--- src/rtl/input_port_buffer_if.sv ---
// Link-side bundle for one router input port.
//  data_in/data_valid : flit from the upstream router's output register
//  full               : back-pressure to upstream
//  ready              : switch allocator grant / not requesting
//  data_head/label    : head flit and its XY route request
//  empty/count        : FIFO status
// master = upstream router + switch allocator, slave = input_port_buffer.
interface input_port_buffer_if #(
  parameter int unsigned DATASIZE = 40,
  parameter int unsigned WIDTH    = 3
) ();

  logic [DATASIZE-1:0] data_in;
  logic                data_valid;
  logic                full;
  logic                ready;
  logic [DATASIZE-1:0] data_head;
  logic [3:0]          label;
  logic                empty;
  logic [WIDTH:0]      count;

  modport master (
    output data_in,
    output data_valid,
    output ready,
    input  full,
    input  data_head,
    input  label,
    input  empty,
    input  count
  );

  modport slave (
    input  data_in,
    input  data_valid,
    input  ready,
    output full,
    output data_head,
    output label,
    output empty,
    output count
  );

endinterface

--- src/rtl/input_port_buffer.sv ---
// Receive side of an inter-router link: buffers incoming flits in a FIFO,
// returns back-pressure (full) upstream and presents the head flit with its
// XY route label to the switch allocator, popping on ready.
// Ports:
//  clk   : rising-edge clock
//  rst_n : asynchronous active-low reset
//  bus   : slave side of input_port_buffer_if
//          (data_in, data_valid, ready in; full, data_head, label, empty, count out)
// full/empty/count are registers; data_head/label are decoded from the
// registered read pointer and storage, so nothing combinational runs from
// data_valid or ready to any output.
module input_port_buffer #(
  parameter int unsigned DEPTH    = 8,
  parameter int unsigned WIDTH    = 3,
  parameter int unsigned DATASIZE = 40,
  parameter int unsigned X_ID     = 0,
  parameter int unsigned Y_ID     = 0
) (
  input  logic                 clk,
  input  logic                 rst_n,
  input_port_buffer_if.slave   bus
);

  localparam int unsigned CW = WIDTH + 1;

  localparam logic [3:0] LBL_NONE  = 4'b1111;
  localparam logic [3:0] LBL_EAST  = 4'b0010;
  localparam logic [3:0] LBL_WEST  = 4'b1000;
  localparam logic [3:0] LBL_SOUTH = 4'b0001;
  localparam logic [3:0] LBL_NORTH = 4'b0100;
  localparam logic [3:0] LBL_LOCAL = 4'b0000;

  // Flit storage (not reset)
  logic [DATASIZE-1:0] mem [DEPTH];

  logic [WIDTH-1:0] wr_ptr, wr_ptr_nxt;
  logic [WIDTH-1:0] rd_ptr, rd_ptr_nxt;
  logic [CW-1:0]    count_q, count_nxt;
  logic             full_q, full_nxt;
  logic             empty_q, empty_nxt;

  logic             push_c;
  logic             pop_c;
  logic [DATASIZE-1:0] head_c;
  logic [1:0]       dx_c, dy_c;
  logic [3:0]       label_c;

  // Next-state: qualified push/pop, pointer and occupancy update
  always_comb begin
    push_c     = 1'b0;
    pop_c      = 1'b0;
    wr_ptr_nxt = wr_ptr;
    rd_ptr_nxt = rd_ptr;
    count_nxt  = count_q;

    // Flags are registered, so a pop while full cannot make room this cycle
    push_c = bus.data_valid & ~full_q;
    pop_c  = bus.ready & ~empty_q;

    if (push_c) begin
      wr_ptr_nxt = wr_ptr + WIDTH'(1);
    end
    if (pop_c) begin
      rd_ptr_nxt = rd_ptr + WIDTH'(1);
    end

    unique case ({push_c, pop_c})
      2'b10:   count_nxt = count_q + CW'(1);
      2'b01:   count_nxt = count_q - CW'(1);
      default: count_nxt = count_q;
    endcase

    full_nxt  = (count_nxt == CW'(DEPTH));
    empty_nxt = (count_nxt == CW'(0));
  end

  // Control state registers
  always_ff @(posedge clk or negedge rst_n) begin
    if (!rst_n) begin
      wr_ptr  <= '0;
      rd_ptr  <= '0;
      count_q <= '0;
      full_q  <= 1'b0;
      empty_q <= 1'b1;
    end else begin
      wr_ptr  <= wr_ptr_nxt;
      rd_ptr  <= rd_ptr_nxt;
      count_q <= count_nxt;
      full_q  <= full_nxt;
      empty_q <= empty_nxt;
    end
  end

  // Storage write
  always_ff @(posedge clk) begin
    if (push_c) begin
      mem[wr_ptr] <= bus.data_in;
    end
  end

  // Head flit and XY route decode; empty forces zero data and "no request"
  always_comb begin
    head_c  = '0;
    dx_c    = '0;
    dy_c    = '0;
    label_c = LBL_NONE;

    if (!empty_q) begin
      head_c = mem[rd_ptr];
    end
    dx_c = head_c[35:34];
    dy_c = head_c[33:32];

    if (empty_q) begin
      label_c = LBL_NONE;
    end else if (dx_c > 2'(X_ID)) begin
      label_c = LBL_EAST;
    end else if (dx_c < 2'(X_ID)) begin
      label_c = LBL_WEST;
    end else if (dy_c > 2'(Y_ID)) begin
      label_c = LBL_SOUTH;
    end else if (dy_c < 2'(Y_ID)) begin
      label_c = LBL_NORTH;
    end else begin
      label_c = LBL_LOCAL;
    end
  end

  assign bus.full      = full_q;
  assign bus.empty     = empty_q;
  assign bus.count     = count_q;
  assign bus.data_head = head_c;
  assign bus.label     = label_c;

endmodule

--- src/flat_wrapper.sv ---
// flat-port wrapper written by rule: the top's interface ports become plain ports
module input_port_buffer_flat 
#(
  parameter int unsigned DEPTH    = 8,
  parameter int unsigned WIDTH    = 3,
  parameter int unsigned DATASIZE = 40,
  parameter int unsigned X_ID     = 0,
  parameter int unsigned Y_ID     = 0
)
  (clk, rst_n, bus_data_in, bus_data_valid, bus_ready, bus_full, bus_data_head, bus_label, bus_empty, bus_count);
  input_port_buffer_if #(.DATASIZE(DATASIZE), .WIDTH(WIDTH)) bus_i ();
  input  logic clk;
  input  logic rst_n;
  input wire logic [$bits(bus_i.data_in)-1:0] bus_data_in;
  input wire logic [$bits(bus_i.data_valid)-1:0] bus_data_valid;
  input wire logic [$bits(bus_i.ready)-1:0] bus_ready;
  output wire logic [$bits(bus_i.full)-1:0] bus_full;
  output wire logic [$bits(bus_i.data_head)-1:0] bus_data_head;
  output wire logic [$bits(bus_i.label)-1:0] bus_label;
  output wire logic [$bits(bus_i.empty)-1:0] bus_empty;
  output wire logic [$bits(bus_i.count)-1:0] bus_count;
  assign bus_i.data_in = bus_data_in;
  assign bus_i.data_valid = bus_data_valid;
  assign bus_i.ready = bus_ready;
  assign bus_full = bus_i.full;
  assign bus_data_head = bus_i.data_head;
  assign bus_label = bus_i.label;
  assign bus_empty = bus_i.empty;
  assign bus_count = bus_i.count;
  input_port_buffer #(.DEPTH(DEPTH), .WIDTH(WIDTH), .DATASIZE(DATASIZE), .X_ID(X_ID), .Y_ID(Y_ID)) u_core (.clk(clk), .rst_n(rst_n), .bus(bus_i));
endmodule
--- config.mk ---
export PLATFORM = sky130hd
export DESIGN_NAME = input_port_buffer_flat
export DESIGN_NICKNAME = d
export VERILOG_FILES = /design/src/rtl/input_port_buffer_if.sv /design/src/rtl/input_port_buffer.sv /design/src/flat_wrapper.sv
export SDC_FILE = /design/constraint.sdc
export NUM_CORES = 1
export LEC_CHECK = 0
export CORE_ASPECT_RATIO = 1.75
export CORE_MARGIN = 5
export CORE_UTILIZATION = 58
export CTS_CLUSTER_SIZE = 25
export DETAILED_ROUTE_END_ITERATION = 10
export PLACE_DENSITY = 0.83
export SLEW_MARGIN = 20
export SYNTH_ARGS = -nofsm -noshare
export SYNTH_HDL_FRONTEND = slang
export SYNTH_SLANG_ARGS = --single-unit
--- constraint.sdc ---
create_clock -name clk -period 4.5 [get_ports clk]
set_input_delay 0.9 -clock clk [delete_from_list [all_inputs] [get_ports clk]]
set_output_delay 0.9 -clock clk [all_outputs]
set_load 0.02 [all_outputs]
==> Word level (Yosys, flattened, before mapping) <==
Memories as Yosys holds them, arrays and structs flattened.
Index checks and enable logic that the tools add are counted.
{ "totals": {"out_inout_bits": 50, "mem_bits_rw": 320, "input_bits": 44, "ff_bits": 12, "n_memories": 1} }
{ "classes": {"n_eq_ne": 3, "muxes": 9, "n_lt_le_gt_ge": 4, "reduce_logical": 1, "n_addsub": 4, "n_bitwise": 4} }
{ "memory_table": {"columns": ["memory", "depth", "width", "rd", "rd_clocked_by_memory_dff", "write_ports", "line_no", "rtl"], "rows": [
  ["u_core.mem", 8, 40, 1, 0, 1, "input_port_buffer.sv:34", "logic [DATASIZE-1:0] mem [DEPTH];"]
]} }
{ "op_table": {"columns": ["cell", "n"], "rows": [
  ["$mux 40", 1],
  ["$mux 4", 4],
  ["$pmux 4 s2", 1],
  ["$add 3x1->3 const B", 2],
  ["$add 4x1->4 const B", 1],
  ["$eq 4x4->1 const B", 1],
  ["$gt 2x1->1 const B", 2],
  ["$logic_not 4->1", 1],
  ["$lt 2x1->1 const B", 2],
  ["$sub 4x1->4 const B", 1],
  ["$mux 3", 1],
  ["$and 1x1->1", 2],
  ["$eq 2x1->1 const B", 1],
  ["$eq 2x2->1 const B", 1],
  ["$mux 1", 2],
  ["$not 1->1", 2]
]} }

==> Logic depth before layout (Yosys ltp) <==
An unclocked memory read counts as a cell.
{ "logic_depth": {"word_depth": 8, "depth_mapped": 11} }

==> Least setup slack after synthesis <==
Ideal clock, no wire load.
{ "synth_timing": {"path_type": "input-to-reg", "startpoint": "in bus_data_valid", "endpoint": "mem u_core.mem[0][0] (enable)", "t_arrival_ns": 4.043, "cell_stages": 4, "n_path_buf": 1, "path_slack_ns": -0.030, "cell_sequence": "nor2b_1 -> buf_2 -> nand2b_1 -> nor3_1"} }
{ "synth_via": {"elab_chain_len": 3} }
{ "synth_rtl": {"columns": ["element", "line_no", "rtl"], "rows": [
  ["start, declared", "flat_wrapper.sv:15", "input wire logic [$bits(bus_i.data_valid)-1:0] bus_data_valid;"],
  ["$and 1x1->1", "input_port_buffer.sv:57", "push_c = bus.data_valid & ~full_q;"],
  ["$mux 1", "input_port_buffer.sv:96", "if (push_c) begin"],
  ["$mux 1 (not written as such)", "input_port_buffer.sv:97", "mem[wr_ptr] <= bus.data_in;"],
  ["end, declared", "input_port_buffer.sv:34", null]
]} }
Every way passes these cells.

==> Final worst setup path <==
{ "layout_timing": {"startpoint": "reg u_core.rd_ptr[0]", "endpoint": "out bus_data_head[3]"} }
{ "layout_via": {"elab_chain_len": 2} }
{ "layout_rtl": {"columns": ["element", "line_no", "rtl"], "rows": [
  ["start, declared", "input_port_buffer.sv:37", "logic [WIDTH-1:0] rd_ptr, rd_ptr_nxt;"],
  ["start signal, assigned", "input_port_buffer.sv:87", "rd_ptr <= rd_ptr_nxt;"],
  ["$mem_v2 8x40", null, null],
  ["$mux 40", "input_port_buffer.sv:108", "if (!empty_q) begin"],
  ["end, declared", "flat_wrapper.sv:18", "output wire logic [$bits(bus_i.data_head)-1:0] bus_data_head;"]
]} }
Every way passes these cells.

==> results.sh <==
export IMPL_status="finished, final reports clean"
export IMPL_drcViolationCount=0
export IMPL_avgSynthCellArea_um2=21.8
export IMPL_viasPerCell=5.93
export IMPL_ir_worst_vdd_uv=550
export IMPL_period_minus_slack_ns=4.10
export IMPL_antennaDiodeCount=0
export IMPL_ioPinCount=94
export IMPL_utilization=0.685
export IMPL_fin_setup_tns_ns=0
export IMPL_die_y_um=207
export IMPL_worst_pin_slew_ns=0.707
export IMPL_rows=72
export IMPL_leakagePower_uw=0.00492
export IMPL_regToRegEndpoint="u_core.bus.full$_DFF_PN0_"
export IMPL_critical_path_endpoint="bus_data_head[3]"
export IMPL_fin_cells=1017
export IMPL_post_cts_setup_buffer_count=0
export IMPL_worst_endpoint_required_ns=3.60
export IMPL_die_x_um=123
export IMPL_ys_ff_latch=332
export IMPL_grt_pass1_wl_mm=39.6
export IMPL_seq_area_frac_synth=0.770
export IMPL_netlist_instances=590
export IMPL_initial_core_util=0.586
export IMPL_min_period_over_period=0.910
export IMPL_min_path_type="reg2reg"
export IMPL_layout_nets=749
export IMPL_slew_headroom=0.529
export IMPL_dp_hpwl_mm=15.8
export IMPL_clk_latency_ns=0.53
export IMPL_area_growth_pct=16.9
export IMPL_core_area_um2=22000
export IMPL_cp_arrival_ns=3.20
export IMPL_critPathKind="reg2out"
export IMPL_reg2regPathDepth=10
export IMPL_avgRoutedWirePerCell_um=25.5
export IMPL_grt_use_total=0.210
export IMPL_synth_distinct_cells=35
export IMPL_grt_max_degree=40
export IMPL_ctsHoldBuffers=0
export IMPL_start_kind="flip-flop"
export IMPL_ff2ff_setup_slack_ns=1.64
export IMPL_numCtsBuffers=27
export IMPL_dp_cells=968
export IMPL_worstSetupEndpointType="output pin"
export IMPL_root_buffer="clkbuf_16"
export IMPL_clk_pin_slew_ns=0.06
export IMPL_grt_ovfl_total=0
export IMPL_fin_skew_ns=0.00809
export IMPL_drive_above_1_share=0.214
export IMPL_htreeDepth=1
export IMPL_wirelength_mm=26.0
export IMPL_syn_num_nets=638
export IMPL_drt_iter0_drc=622
export IMPL_critPathMaxFanout=26
export IMPL_syn_area_um2=12900
export IMPL_grt_setup_unrepaired="false"
export IMPL_hold_viol=0
export IMPL_fmax_ghz=0.244
export IMPL_yosys_warnings=0
export IMPL_finalMaxSlewViolations=0
export IMPL_gp_congestion=0.770
export IMPL_vias=6035
export IMPL_postRouteAntennaNets=0
export IMPL_clk_path_buf_depth=3
export IMPL_dieArea_um2=25400
export IMPL_cts_sinks=332
export IMPL_port_buffers=93
export IMPL_grt_pass1_vias=6587
export IMPL_first_pass_iters=7
export IMPL_cts_resized=0
export IMPL_critPathLaunch="u_core.rd_ptr[0]$_DFFE_PN0P_"
export IMPL_cellPowerDensity_nw_per_um2=688
export IMPL_antenna_found_initial=1
export IMPL_timing_rr_start="u_core.bus.empty$_DFF_PN1_"
export IMPL_cts_tree="built"
export IMPL_setup_viol=0
export IMPL_cap_violations=0
==> cells by family (layout without fill, tap and decap cells) <==
group / count (synthesis) / after routing / synth area share
DFF: 332 / 332 / 0.770
xor gates and xnor gates: 7 / 7 / 0.00476
buffers and inverters: 36 / 167 / 0.0149
adders and majority gates: 4 / 4 / 0.00389
and+or+nand+nor: 80 / 80 / 0.0282
muxes: 121 / 121 / 0.172
AOI/OAI and AO/OA: 10 / 10 / 0.00651
==> layout by cell type (no fill, tap or decap), types with 2 or more instances in the layout <==
cell / synthesis / final
dfrtp_1: 11 / 8
dfrtp_4: 0 / 2
mux2i_1: 41 / 41
clkinv_2: 0 / 4
nor2_1: 49 / 43
clkbuf_1: 11 / 5
nand2b_1: 3 / 3
a21oi_1: 3 / 3
clkdlybuf4s50_1: 0 / 93
buf_4: 10 / 18
edfxtp_1: 320 / 320
buf_12: 0 / 3
nand2_1: 13 / 13
xnor2_1: 6 / 6
nor2b_1: 2 / 2
clkinv_4: 0 / 2
or2_2: 2 / 2
nor3b_1: 3 / 3
nor3_4: 0 / 2
inv_1: 3 / 3
clkbuf_16: 0 / 27
nor2_4: 0 / 6
ha_1: 4 / 4
clkinv_1: 0 / 9
mux4_2: 80 / 80
==> synthesized netlist by cell type <==
master       n  area [um^2]
a2111oi_4    1         27.5
a21oi_1      3         15.0
a221oi_1     1         8.76
a32oi_1      1         8.76
and3_1       1         6.26
and4b_1      1         10.0
buf_1        1         3.75
buf_2        9         45.0
buf_4       10         75.1
buf_6        1         11.3
clkbuf_1    11         41.3
dfrtp_1     11          275
dfstp_2      1         26.3
edfxtp_1   320         9610
ha_1         4         50.1
inv_1        3         11.3
inv_2        1         3.75
mux2i_1     41          410
mux4_2      80         1800
nand2_1     13         48.8
nand2b_1     3         18.8
nand2b_4     1         13.8
nand3b_1     1         7.51
nor2_1      49          184
nor2b_1      2         12.5
nor3_1       3         15.0
nor3b_1      3         22.5
o21ai_0      1         5.00
o21ai_1      1         5.00
o22ai_1      1         6.26
o31ai_1      1         7.51
or2_2        2         12.5
or3_4        1         11.3
xnor2_1      6         52.6
xor2_1       1         8.76
==> cell type report <==
cell class | instances | area (um^2)
timing repair buffer | 114 | 1130
inverter | 4 | 15.0
clock buffer | 32 | 694
fill | 1376 | 6930
multi-input combinational | 222 | 2840
sequential | 332 | 9920
clock inverter | 17 | 87.6
tap | 296 | 370
==> power by group <==
part	switching, uW	internal [uW]
clock	1000	1100
sequential	418	3930
combinational	1980	1920
==> worst min-delay path by stage <==
stage                                   from                       endpoint  slack [ns]  depth (start not counted)
3_5_place_dp   u_core.bus.count[3]$_DFF_PN0_  u_core.bus.count[3]$_DFF_PN0_        0.50                          1
4_1_cts        u_core.bus.count[3]$_DFF_PN0_  u_core.bus.count[3]$_DFF_PN0_        0.52                          1
6_report       u_core.bus.count[3]$_DFF_PN0_  u_core.bus.count[3]$_DFF_PN0_        0.51                          1
5_1_grt        u_core.bus.count[3]$_DFF_PN0_  u_core.bus.count[3]$_DFF_PN0_        0.54                          1
3_3_place_gp   u_core.bus.count[3]$_DFF_PN0_  u_core.bus.count[3]$_DFF_PN0_        0.50                          1
2_1_floorplan   u_core.wr_ptr[0]$_DFFE_PN0P_   u_core.wr_ptr[0]$_DFFE_PN0P_        0.49                          2
==> worst max-delay path, cell delays in order (launching register included) <==
cell	delay, ns
dfrtp_4	0.77
buf_4	0.46
mux4_2	0.57
mux2i_1	0.21
nor2_1	0.06
clkdlybuf4s50_1	0.57
==> routing by layer <==
layer / GRT usage / vias to the layer above / routed length, um
met2: 0.370 / 241 / 14300
met4: 0.0657 / 2 / 742
li1: - / 2635 / -
met1: 0.268 / 3106 / 9500
met3: 0.0317 / 51 / 1370
met5: 0 / - / 13
==> per-stage QoR <==
stage | cell area (um^2) | worst slack (ns) | hold slack [ns] | total power [uW]
floorplan | 12900 | 1.04 | 0.488 | 6750
global placement | 14300 | 0.961 | 0.498 | 8220
detailed placement | 14300 | 0.881 | 0.502 | 8340
CTS | 15100 | 0.322 | 0.518 | 10500
global route | 15100 | 0.177 | 0.536 | 10800
finish | 15100 | 0.403 | 0.514 | 10300
==> state kept, by name, indices dropped and copies added, names as in the netlist <==
signal	cells
u_core.rd_ptr	3
u_core.bus.full	1
u_core.mem	320
u_core.bus.empty	1
u_core.bus.count	4
u_core.wr_ptr	3
Power figures use the tool's default switching activity.
